<file path="src/rtl/mips_ctrl_pkg.sv">
// Shared definitions for the multi-cycle MIPS main controller.
// Contents: controller state enum, opcode values, ALU / PC / ALU-B select
// codes, the packed bundle of control outputs, and small decode helpers.
package mips_ctrl_pkg;

  typedef enum logic [3:0] {
    S_FETCH,
    S_DECODE,
    S_MEMADR,
    S_MEMRD,
    S_MEMWB,
    S_MEMWR,
    S_RTYPE,
    S_ALUWB,
    S_BEQ,
    S_IMMEX,
    S_JUMP
  } state_t;

  localparam logic [5:0] OP_RTYPE = 6'b000000;
  localparam logic [5:0] OP_J     = 6'b000010;
  localparam logic [5:0] OP_BEQ   = 6'b000100;
  localparam logic [5:0] OP_ADDI  = 6'b001000;
  localparam logic [5:0] OP_ANDI  = 6'b001100;
  localparam logic [5:0] OP_ORI   = 6'b001101;
  localparam logic [5:0] OP_LW    = 6'b100011;
  localparam logic [5:0] OP_SW    = 6'b101011;

  localparam logic [1:0] ALU_ADD   = 2'b00;
  localparam logic [1:0] ALU_SUB   = 2'b01;
  localparam logic [1:0] ALU_FUNCT = 2'b10;
  localparam logic [1:0] ALU_LOGIC = 2'b11;

  localparam logic [1:0] PC_ALU    = 2'b00;
  localparam logic [1:0] PC_ALUOUT = 2'b01;
  localparam logic [1:0] PC_JUMP   = 2'b10;

  localparam logic [1:0] SRCB_B      = 2'b00;
  localparam logic [1:0] SRCB_FOUR   = 2'b01;
  localparam logic [1:0] SRCB_IMM    = 2'b10;
  localparam logic [1:0] SRCB_IMM_SH = 2'b11;

  // Every control output of the FSM, bundled so that reset gating can
  // blank all of them in one assignment.
  typedef struct packed {
    logic       mem_req;
    logic       mem_write;
    logic       i_or_d;
    logic       ir_write;
    logic       pc_write;
    logic       reg_write;
    logic       reg_dst;
    logic       mem_to_reg;
    logic       alu_src_a;
    logic [1:0] alu_src_b;
    logic [1:0] alu_op;
    logic [1:0] pc_src;
    logic       ext_zero;
    logic       illegal_op;
    logic       mem_err;
  } ctrl_out_t;

  // andi/ori treat their immediate as unsigned.
  function automatic logic is_zero_ext(input logic [5:0] op);
    return (op == OP_ANDI) || (op == OP_ORI);
  endfunction

  function automatic logic is_legal(input logic [5:0] op);
    return op inside {OP_RTYPE, OP_J, OP_BEQ, OP_ADDI, OP_ANDI, OP_ORI, OP_LW, OP_SW};
  endfunction

  // States that hold a memory request open and wait on mem_ready.
  function automatic logic is_mem_state(input state_t s);
    return (s == S_FETCH) || (s == S_MEMRD) || (s == S_MEMWR);
  endfunction

endpackage

</file>
<file path="src/rtl/mips_ctrl_if.sv">
// Control bus between the main controller and the multi-cycle datapath.
// master: controller side (reads opcode/zero/mem_ready, drives controls).
// slave:  datapath side (drives opcode/zero/mem_ready, reads controls).
interface mips_ctrl_if;
  logic [5:0] opcode;
  logic       zero;
  logic       mem_ready;
  logic       mem_req;
  logic       mem_write;
  logic       i_or_d;
  logic       ir_write;
  logic       pc_write;
  logic       reg_write;
  logic       reg_dst;
  logic       mem_to_reg;
  logic       alu_src_a;
  logic [1:0] alu_src_b;
  logic [1:0] alu_op;
  logic [1:0] pc_src;
  logic       ext_zero;
  logic       illegal_op;
  logic       mem_err;

  modport master (
    input  opcode, zero, mem_ready,
    output mem_req, mem_write, i_or_d, ir_write, pc_write, reg_write, reg_dst,
           mem_to_reg, alu_src_a, alu_src_b, alu_op, pc_src, ext_zero,
           illegal_op, mem_err
  );

  modport slave (
    output opcode, zero, mem_ready,
    input  mem_req, mem_write, i_or_d, ir_write, pc_write, reg_write, reg_dst,
           mem_to_reg, alu_src_a, alu_src_b, alu_op, pc_src, ext_zero,
           illegal_op, mem_err
  );
endinterface

</file>
<file path="src/rtl/mips_ctrl_out_decode.sv">
// Purely combinational output decoder of the multi-cycle MIPS controller.
// Ports: state (current FSM state), opcode (live IR[31:26]), latched_op
// (opcode captured in S_DECODE), zero (ALU flag), mem_ready (memory
// handshake), wait_full (wait counter at its last allowed value),
// ctrl (all control outputs, before reset gating).
module mips_ctrl_out_decode
  import mips_ctrl_pkg::*;
(
  input  state_t     state,
  input  logic [5:0] opcode,
  input  logic [5:0] latched_op,
  input  logic       zero,
  input  logic       mem_ready,
  input  logic       wait_full,
  output ctrl_out_t  ctrl
);

  // One control word per state. A memory state that is still waiting when
  // the wait counter is full abandons the access: the request and write
  // strobe drop and mem_err pulses instead. The live opcode is only looked
  // at in S_DECODE and S_IMMEX; everywhere else the latched copy is used so
  // that the outputs do not follow IR changes between instructions.
  always_comb begin
    ctrl = '0;
    case (state)
      S_FETCH: begin
        ctrl.mem_req   = 1'b1;
        ctrl.alu_src_b = SRCB_FOUR;
        ctrl.alu_op    = ALU_ADD;
        ctrl.pc_src    = PC_ALU;
        if (mem_ready) begin
          ctrl.ir_write = 1'b1;
          ctrl.pc_write = 1'b1;
        end else if (wait_full) begin
          ctrl.mem_req = 1'b0;
          ctrl.mem_err = 1'b1;
        end
      end
      S_DECODE: begin
        ctrl.alu_src_b  = SRCB_IMM_SH;
        ctrl.alu_op     = ALU_ADD;
        ctrl.illegal_op = !is_legal(opcode);
      end
      S_MEMADR: begin
        ctrl.alu_src_a = 1'b1;
        ctrl.alu_src_b = SRCB_IMM;
        ctrl.alu_op    = ALU_ADD;
      end
      S_MEMRD, S_MEMWR: begin
        ctrl.mem_req   = 1'b1;
        ctrl.i_or_d    = 1'b1;
        ctrl.mem_write = (state == S_MEMWR);
        if (!mem_ready && wait_full) begin
          ctrl.mem_req   = 1'b0;
          ctrl.mem_write = 1'b0;
          ctrl.mem_err   = 1'b1;
        end
      end
      S_MEMWB: begin
        ctrl.reg_write  = 1'b1;
        ctrl.mem_to_reg = 1'b1;
      end
      S_RTYPE: begin
        ctrl.alu_src_a = 1'b1;
        ctrl.alu_src_b = SRCB_B;
        ctrl.alu_op    = ALU_FUNCT;
        ctrl.reg_dst   = 1'b1;
      end
      S_IMMEX: begin
        ctrl.alu_src_a = 1'b1;
        ctrl.alu_src_b = SRCB_IMM;
        ctrl.alu_op    = is_zero_ext(opcode) ? ALU_LOGIC : ALU_ADD;
      end
      S_ALUWB: begin
        ctrl.reg_write = 1'b1;
        ctrl.reg_dst   = (latched_op == OP_RTYPE);
      end
      S_BEQ: begin
        ctrl.alu_src_a = 1'b1;
        ctrl.alu_src_b = SRCB_B;
        ctrl.alu_op    = ALU_SUB;
        ctrl.pc_src    = PC_ALUOUT;
        ctrl.pc_write  = zero;
      end
      S_JUMP: begin
        ctrl.pc_src   = PC_JUMP;
        ctrl.pc_write = 1'b1;
      end
      default: ctrl = '0;
    endcase
    if ((state == S_DECODE) || (state == S_IMMEX)) begin
      ctrl.ext_zero = is_zero_ext(opcode);
    end else begin
      ctrl.ext_zero = is_zero_ext(latched_op);
    end
  end

endmodule

</file>
<file path="src/rtl/mips_multicycle_ctrl.sv">
// Main control FSM of the multi-cycle MIPS datapath.
// Ports: clk (rising-edge clock), rst (synchronous active-high reset),
// bus (mips_ctrl_if master: opcode/zero/mem_ready in, control outputs out).
// Holds the state register, the memory wait counter and the opcode latched
// in S_DECODE; output decoding lives in mips_ctrl_out_decode.
module mips_multicycle_ctrl
  import mips_ctrl_pkg::*;
#(
  parameter int MEM_TIMEOUT = 16
) (
  input  logic        clk,
  input  logic        rst,
  mips_ctrl_if.master bus
);

  localparam int WAIT_W = (MEM_TIMEOUT > 2) ? $clog2(MEM_TIMEOUT) : 1;
  localparam logic [WAIT_W-1:0] WAIT_LAST = WAIT_W'(MEM_TIMEOUT - 1);

  state_t            state_q, state_d;
  logic [WAIT_W-1:0] wait_q, wait_d;
  logic [5:0]        op_q, op_d;
  ctrl_out_t         ctrl, ctrl_gated;

  // State register plus the two helper registers; reset returns the
  // controller to fetch with an empty wait count.
  always_ff @(posedge clk) begin
    if (rst) begin
      state_q <= S_FETCH;
      wait_q  <= '0;
      op_q    <= '0;
    end else begin
      state_q <= state_d;
      wait_q  <= wait_d;
      op_q    <= op_d;
    end
  end

  // Next-state logic. A memory timeout (reported by the decoder as
  // mem_err) sends loads/stores back to fetch, while fetch simply retries.
  always_comb begin
    state_d = state_q;
    case (state_q)
      S_FETCH:  if (bus.mem_ready) state_d = S_DECODE;
      S_DECODE: begin
        case (bus.opcode)
          OP_LW, OP_SW:            state_d = S_MEMADR;
          OP_RTYPE:                state_d = S_RTYPE;
          OP_BEQ:                  state_d = S_BEQ;
          OP_ADDI, OP_ANDI, OP_ORI: state_d = S_IMMEX;
          OP_J:                    state_d = S_JUMP;
          default:                 state_d = S_FETCH;
        endcase
      end
      S_MEMADR: state_d = (op_q == OP_SW) ? S_MEMWR : S_MEMRD;
      S_MEMRD: begin
        if (bus.mem_ready)     state_d = S_MEMWB;
        else if (ctrl.mem_err) state_d = S_FETCH;
      end
      S_MEMWR:  if (bus.mem_ready || ctrl.mem_err) state_d = S_FETCH;
      S_RTYPE, S_IMMEX:                    state_d = S_ALUWB;
      S_MEMWB, S_ALUWB, S_BEQ, S_JUMP:     state_d = S_FETCH;
      default:                             state_d = S_FETCH;
    endcase
  end

  // The wait counter counts stalled cycles of the current memory access.
  // It restarts on any state change and after a timeout, so a retried
  // fetch gets a full new waiting window. The opcode is captured while in
  // S_DECODE so later states never depend on the live IR.
  always_comb begin
    op_d = (state_q == S_DECODE) ? bus.opcode : op_q;
    if ((state_d != state_q) || ctrl.mem_err) begin
      wait_d = '0;
    end else if (is_mem_state(state_q) && !bus.mem_ready) begin
      wait_d = wait_q + 1'b1;
    end else begin
      wait_d = wait_q;
    end
  end

  mips_ctrl_out_decode u_out_decode (
    .state      (state_q),
    .opcode     (bus.opcode),
    .latched_op (op_q),
    .zero       (bus.zero),
    .mem_ready  (bus.mem_ready),
    .wait_full  (wait_q == WAIT_LAST),
    .ctrl       (ctrl)
  );

  // While reset is held every enable, pulse and select is forced low, so
  // no write started before reset can complete in the reset cycle.
  always_comb begin
    ctrl_gated = rst ? '0 : ctrl;
  end

  assign bus.mem_req    = ctrl_gated.mem_req;
  assign bus.mem_write  = ctrl_gated.mem_write;
  assign bus.i_or_d     = ctrl_gated.i_or_d;
  assign bus.ir_write   = ctrl_gated.ir_write;
  assign bus.pc_write   = ctrl_gated.pc_write;
  assign bus.reg_write  = ctrl_gated.reg_write;
  assign bus.reg_dst    = ctrl_gated.reg_dst;
  assign bus.mem_to_reg = ctrl_gated.mem_to_reg;
  assign bus.alu_src_a  = ctrl_gated.alu_src_a;
  assign bus.alu_src_b  = ctrl_gated.alu_src_b;
  assign bus.alu_op     = ctrl_gated.alu_op;
  assign bus.pc_src     = ctrl_gated.pc_src;
  assign bus.ext_zero   = ctrl_gated.ext_zero;
  assign bus.illegal_op = ctrl_gated.illegal_op;
  assign bus.mem_err    = ctrl_gated.mem_err;

endmodule

</file>
<file path="src/flat_wrapper.sv">
// flat-port wrapper written by rule: the top's interface ports become plain ports
module mips_multicycle_ctrl_flat import mips_ctrl_pkg::*;
#(
  parameter int MEM_TIMEOUT = 16
)
  (clk, rst, bus_opcode, bus_zero, bus_mem_ready, bus_mem_req, bus_mem_write, bus_i_or_d, bus_ir_write, bus_pc_write, bus_reg_write, bus_reg_dst, bus_mem_to_reg, bus_alu_src_a, bus_alu_src_b, bus_alu_op, bus_pc_src, bus_ext_zero, bus_illegal_op, bus_mem_err);
  mips_ctrl_if bus_i ();
  input  logic clk;
  input  logic rst;
  input wire logic [$bits(bus_i.opcode)-1:0] bus_opcode;
  input wire logic [$bits(bus_i.zero)-1:0] bus_zero;
  input wire logic [$bits(bus_i.mem_ready)-1:0] bus_mem_ready;
  output wire logic [$bits(bus_i.mem_req)-1:0] bus_mem_req;
  output wire logic [$bits(bus_i.mem_write)-1:0] bus_mem_write;
  output wire logic [$bits(bus_i.i_or_d)-1:0] bus_i_or_d;
  output wire logic [$bits(bus_i.ir_write)-1:0] bus_ir_write;
  output wire logic [$bits(bus_i.pc_write)-1:0] bus_pc_write;
  output wire logic [$bits(bus_i.reg_write)-1:0] bus_reg_write;
  output wire logic [$bits(bus_i.reg_dst)-1:0] bus_reg_dst;
  output wire logic [$bits(bus_i.mem_to_reg)-1:0] bus_mem_to_reg;
  output wire logic [$bits(bus_i.alu_src_a)-1:0] bus_alu_src_a;
  output wire logic [$bits(bus_i.alu_src_b)-1:0] bus_alu_src_b;
  output wire logic [$bits(bus_i.alu_op)-1:0] bus_alu_op;
  output wire logic [$bits(bus_i.pc_src)-1:0] bus_pc_src;
  output wire logic [$bits(bus_i.ext_zero)-1:0] bus_ext_zero;
  output wire logic [$bits(bus_i.illegal_op)-1:0] bus_illegal_op;
  output wire logic [$bits(bus_i.mem_err)-1:0] bus_mem_err;
  assign bus_i.opcode = bus_opcode;
  assign bus_i.zero = bus_zero;
  assign bus_i.mem_ready = bus_mem_ready;
  assign bus_mem_req = bus_i.mem_req;
  assign bus_mem_write = bus_i.mem_write;
  assign bus_i_or_d = bus_i.i_or_d;
  assign bus_ir_write = bus_i.ir_write;
  assign bus_pc_write = bus_i.pc_write;
  assign bus_reg_write = bus_i.reg_write;
  assign bus_reg_dst = bus_i.reg_dst;
  assign bus_mem_to_reg = bus_i.mem_to_reg;
  assign bus_alu_src_a = bus_i.alu_src_a;
  assign bus_alu_src_b = bus_i.alu_src_b;
  assign bus_alu_op = bus_i.alu_op;
  assign bus_pc_src = bus_i.pc_src;
  assign bus_ext_zero = bus_i.ext_zero;
  assign bus_illegal_op = bus_i.illegal_op;
  assign bus_mem_err = bus_i.mem_err;
  mips_multicycle_ctrl #(.MEM_TIMEOUT(MEM_TIMEOUT)) u_core (.clk(clk), .rst(rst), .bus(bus_i));
endmodule
</file>
<file path="config.mk">
export PLATFORM = sky130hd
export DESIGN_NAME = mips_multicycle_ctrl_flat
export DESIGN_NICKNAME = d
export VERILOG_FILES = /design/src/rtl/mips_ctrl_pkg.sv /design/src/rtl/mips_ctrl_if.sv /design/src/rtl/mips_ctrl_out_decode.sv /design/src/rtl/mips_multicycle_ctrl.sv /design/src/flat_wrapper.sv
export SDC_FILE = /design/constraint.sdc
export NUM_CORES = 1
export LEC_CHECK = 0
export BUFFER_PORTS_ARGS = -buffer_cell sky130_fd_sc_hd__buf_2
export CAP_MARGIN = 20
export CORE_MARGIN = 5
export CORE_UTILIZATION = 54
export CTS_CLUSTER_DIAMETER = 40
export DETAILED_ROUTE_END_ITERATION = 10
export GPL_TIMING_DRIVEN = 0
export PLACE_DENSITY_LB_ADDON = 0.2
export SETUP_SLACK_MARGIN = 0.5
export SLEW_MARGIN = 20
export SYNTH_ARGS = -nofsm -noshare
export SYNTH_HDL_FRONTEND = slang
export SYNTH_HIERARCHICAL = 1
export SYNTH_SLANG_ARGS = --single-unit
export TNS_END_PERCENT = 5
</file>
<file path="constraint.sdc">
create_clock -name clk -period 3 [get_ports clk]
set_input_delay 0.45 -clock clk [delete_from_list [all_inputs] [get_ports clk]]
set_output_delay 0.45 -clock clk [all_outputs]
set_load 0.02 [all_outputs]
</file>
==> results.cfg <==
[yosys]
synth_top_family_by_area = simple AND/OR/NAND/NOR gates
synth_seq_cells = 14
synth_edf_count = 0
ys_seq_area_share_pct = 21.6
syn_area_mm2 = 0.00130
syn-num-nets = 178
ys_warn_count = 6
synth_fa_ha_area_share_pct = 1.73
synth_cells = 167
synthMuxAreaShare_pct = 5.39
synth_xor_area_share_pct = 3.27
async_flop_share_pct = 0
avgSynthCellArea_um2 = 7.78
synthSimpleGateAreaFrac_pct = 42.6
synth_compound_area_share_pct = 20.6
yosysUniqueCellTypes = 51
synth_flop_cell = dfxtp_1

[setup_path]
rr_endpoint = u_core/wait_q[2]
cp_common_cell = buf_2
cpPeakStageDelay_ps = 450
endpoint = bus_ext_zero
path_cells = buf_2, nand2b_1, o2111ai_1, o31ai_2, nor2b_1, buf_2
crit_start = u_core/state_q[0]
rr_worst_depth = 9
cp.required_ps = 2550
critPathMaxFanout = 10
cp-end-kind = output pin
worstReg2RegStart = u_core/state_q[2]
ff2ff_setup_slack_ps = 690
slowest_stage = dfxtp_2
path_class = reg2out
arrival_ps = 1890
cp-start-kind = flip-flop

[floorplanning]
coreArea_mm2 = 0.00225
rows = 17
ioPinCount = 28
start_util_pct = 57.7
die-height_um = 59.1
die_area_mm2 = 0.00349
die_w_um = 59.1

[clock_network]
clk_latency_ps = 290
clockBufferDepth = 2
cts_hold_buf = 0
cts-root-buf = clkbuf_4
cts_made_buffers = 3
clock-sinks = 14
path_clk_slew_ps = 80
cts_tree = done
htree_levels = 1

[layout]
num-fill-cells = 191
register_area_um2 = 284
nets = 211
area_delta_synth_final_pct = 18.3
n_antenna_cell = 0
final_util_pct = 68.2
drive_above_1_share_pct = 28.1
multi_input_area_um2 = 972

[place]
place_congestion = 0.907
hpwlAfterDp_um = 2410
io_buffers = 26

[global_routing]
grt_pass1_vias = 1235
gr-usage-all-layers_pct = 20.6
grt_max_degree = 13
grt_pass1_wl_um = 5690
gr-total-overflow = 0
antenna_found_initial = 0

[drt]
postRouteWirelength_um = 3290
drtAntennaViolNets = 0
dr.pass1.iters = 4
viasPerCell = 6.00
num_vias = 1362
post_drt_wl_per_cell_um = 14.5
first_iter_violations = 66
drc = 0

[timing]
post-route-period-util_pct = 78.2
tns_ps = 0
tightest_slew_ps = 464
setup_violations = 0
slew_headroom_pct = 69.1
slew_viol_final = 0
fin_crit_ps = 2340
hold_violations = 0
fmax_mhz = 426
rsz0062_at_grt = no
holdWs_ps = 500
fin_skew_ps = 6.22

[power_and_ir_drop]
p_per_area_mw_per_mm2 = 291
ir_drop_mv = 0.275
p_leak_nw = 0.627

[job]
cap_violations = 0

[status]
outcome = finished clean

[hold_path]
min_path_type = reg2reg
## synth_stat cells (all sizes together) (2+ instances only)
cell type   n  area, um2
a211oi      4       35.0
a21o        2       15.0
a21oi       6       30.0
and3b       3       26.3
buf         7       40.0
clkbuf      3       11.3
dfxtp      14        280
inv         3       11.3
mux2i       7       70.1
nand2       6       22.5
nand2b      6       45.0
nand3       5       25.0
nand4b      2       17.5
nor2       17       63.8
nor2b      24        150
nor3       14       81.3
nor3b       2       15.0
nor4b       2       23.8
o2111ai     2       17.5
o21ai       7       35.0
o221ai      2       17.5
o31ai       2       20.0
or3         4       25.0
xnor2       2       17.5
xor2        2       25.0
## metal layers
| metal | GRT usage, % | routed length (um) |
|---|---|---|
| met1 | 25.5 | 1340 |
| met4 | 6.47 | 54 |
| met2 | 35.6 | 1660 |
| met3 | 4.14 | 231 |
| met5 | 0 | 0 |
## through the flow
stage,cell area (um2),instances,power (mW),setup slack (ps)
after CTS,1520,227,0.448,501
after floorplan,1300,167,0.274,801
after global placement,1470,221,0.304,408
final,1540,227,0.448,655
after global routing,1540,227,0.476,540
after detailed placement,1470,221,0.309,379
## state kept, by name (all words and copies together) (netlist names)
signal and count:
u_core/op_q 6, u_core/state_q 4, u_core/wait_q 4
## critical path, delay by kind of cell (launching register included)
kind	cells	cell delay, ps
flops	1	450
buf+inv	2	430
compound gates	2	380
simple gates	2	350
## power breakdown
group / total, mW / switching [mW] / leakage [nW] / internal (mW)
Sequential: 0.201 / 0.00828 / 0.115 / 0.193
Clock: 0.140 / 0.0660 / 0.0210 / 0.0739
Combinational: 0.107 / 0.0647 / 0.491 / 0.0423
Total: 0.448 / 0.139 / 0.627 / 0.309
## cells by family after synthesis
kind of cell | count (synthesis)
DFF | 14
muxes | 7
xor gates and xnor gates | 4
buffers and inverters | 13
adders and majority gates | 2
and+or+nand+nor | 92
AOI/OAI and AO/OA | 35
## layout by cell type, fill, tap and decap left out, drive strengths merged, types with 2 or more instances in the layout
| master | count |
|---|---|
| dfxtp | 14 |
| nor2 | 17 |
| xnor2 | 2 |
| nor3b | 2 |
| and3b | 3 |
| a211oi | 4 |
| o221ai | 2 |
| inv | 3 |
| nor4b | 2 |
| o21ai | 7 |
| nand2b | 6 |
| xor2 | 2 |
| nor2b | 24 |
| a21o | 2 |
| nand3 | 5 |
| a21oi | 6 |
| or3 | 4 |
| mux2i | 7 |
| o31ai | 2 |
| buf | 34 |
| nand2 | 6 |
| nand4b | 2 |
| o2111ai | 2 |
| clkbuf | 8 |
| nor3 | 14 |
## worst min path at each step
stage,from,to,slack [ps],depth (start not counted)
final,u_core/wait_q[3],u_core/wait_q[3],500,2
after global routing,bus_opcode[4],u_core/state_q[3],530,3
after CTS,u_core/wait_q[3],u_core/wait_q[3],500,2
after detailed placement,u_core/wait_q[3],u_core/wait_q[3],490,2
after global placement,u_core/wait_q[3],u_core/wait_q[3],460,2
after floorplan,u_core/wait_q[3],u_core/wait_q[3],450,2
## layout make-up
cell class	instances	area share, %
buffer	10	3.50
tap	28	2.28
timing repair buffer	28	9.44
clock buffer	4	2.36
sequential	14	18.5
multi-input combinational	140	63.2
inverter	3	0.732
## what timing repair did
item	in CTS	in global routing
resized for setup	1	6
setup buffers	2	0
pin swaps	1	0
setup endpoints to repair	5	10
Note: power is estimated with default switching activity, not from simulation.
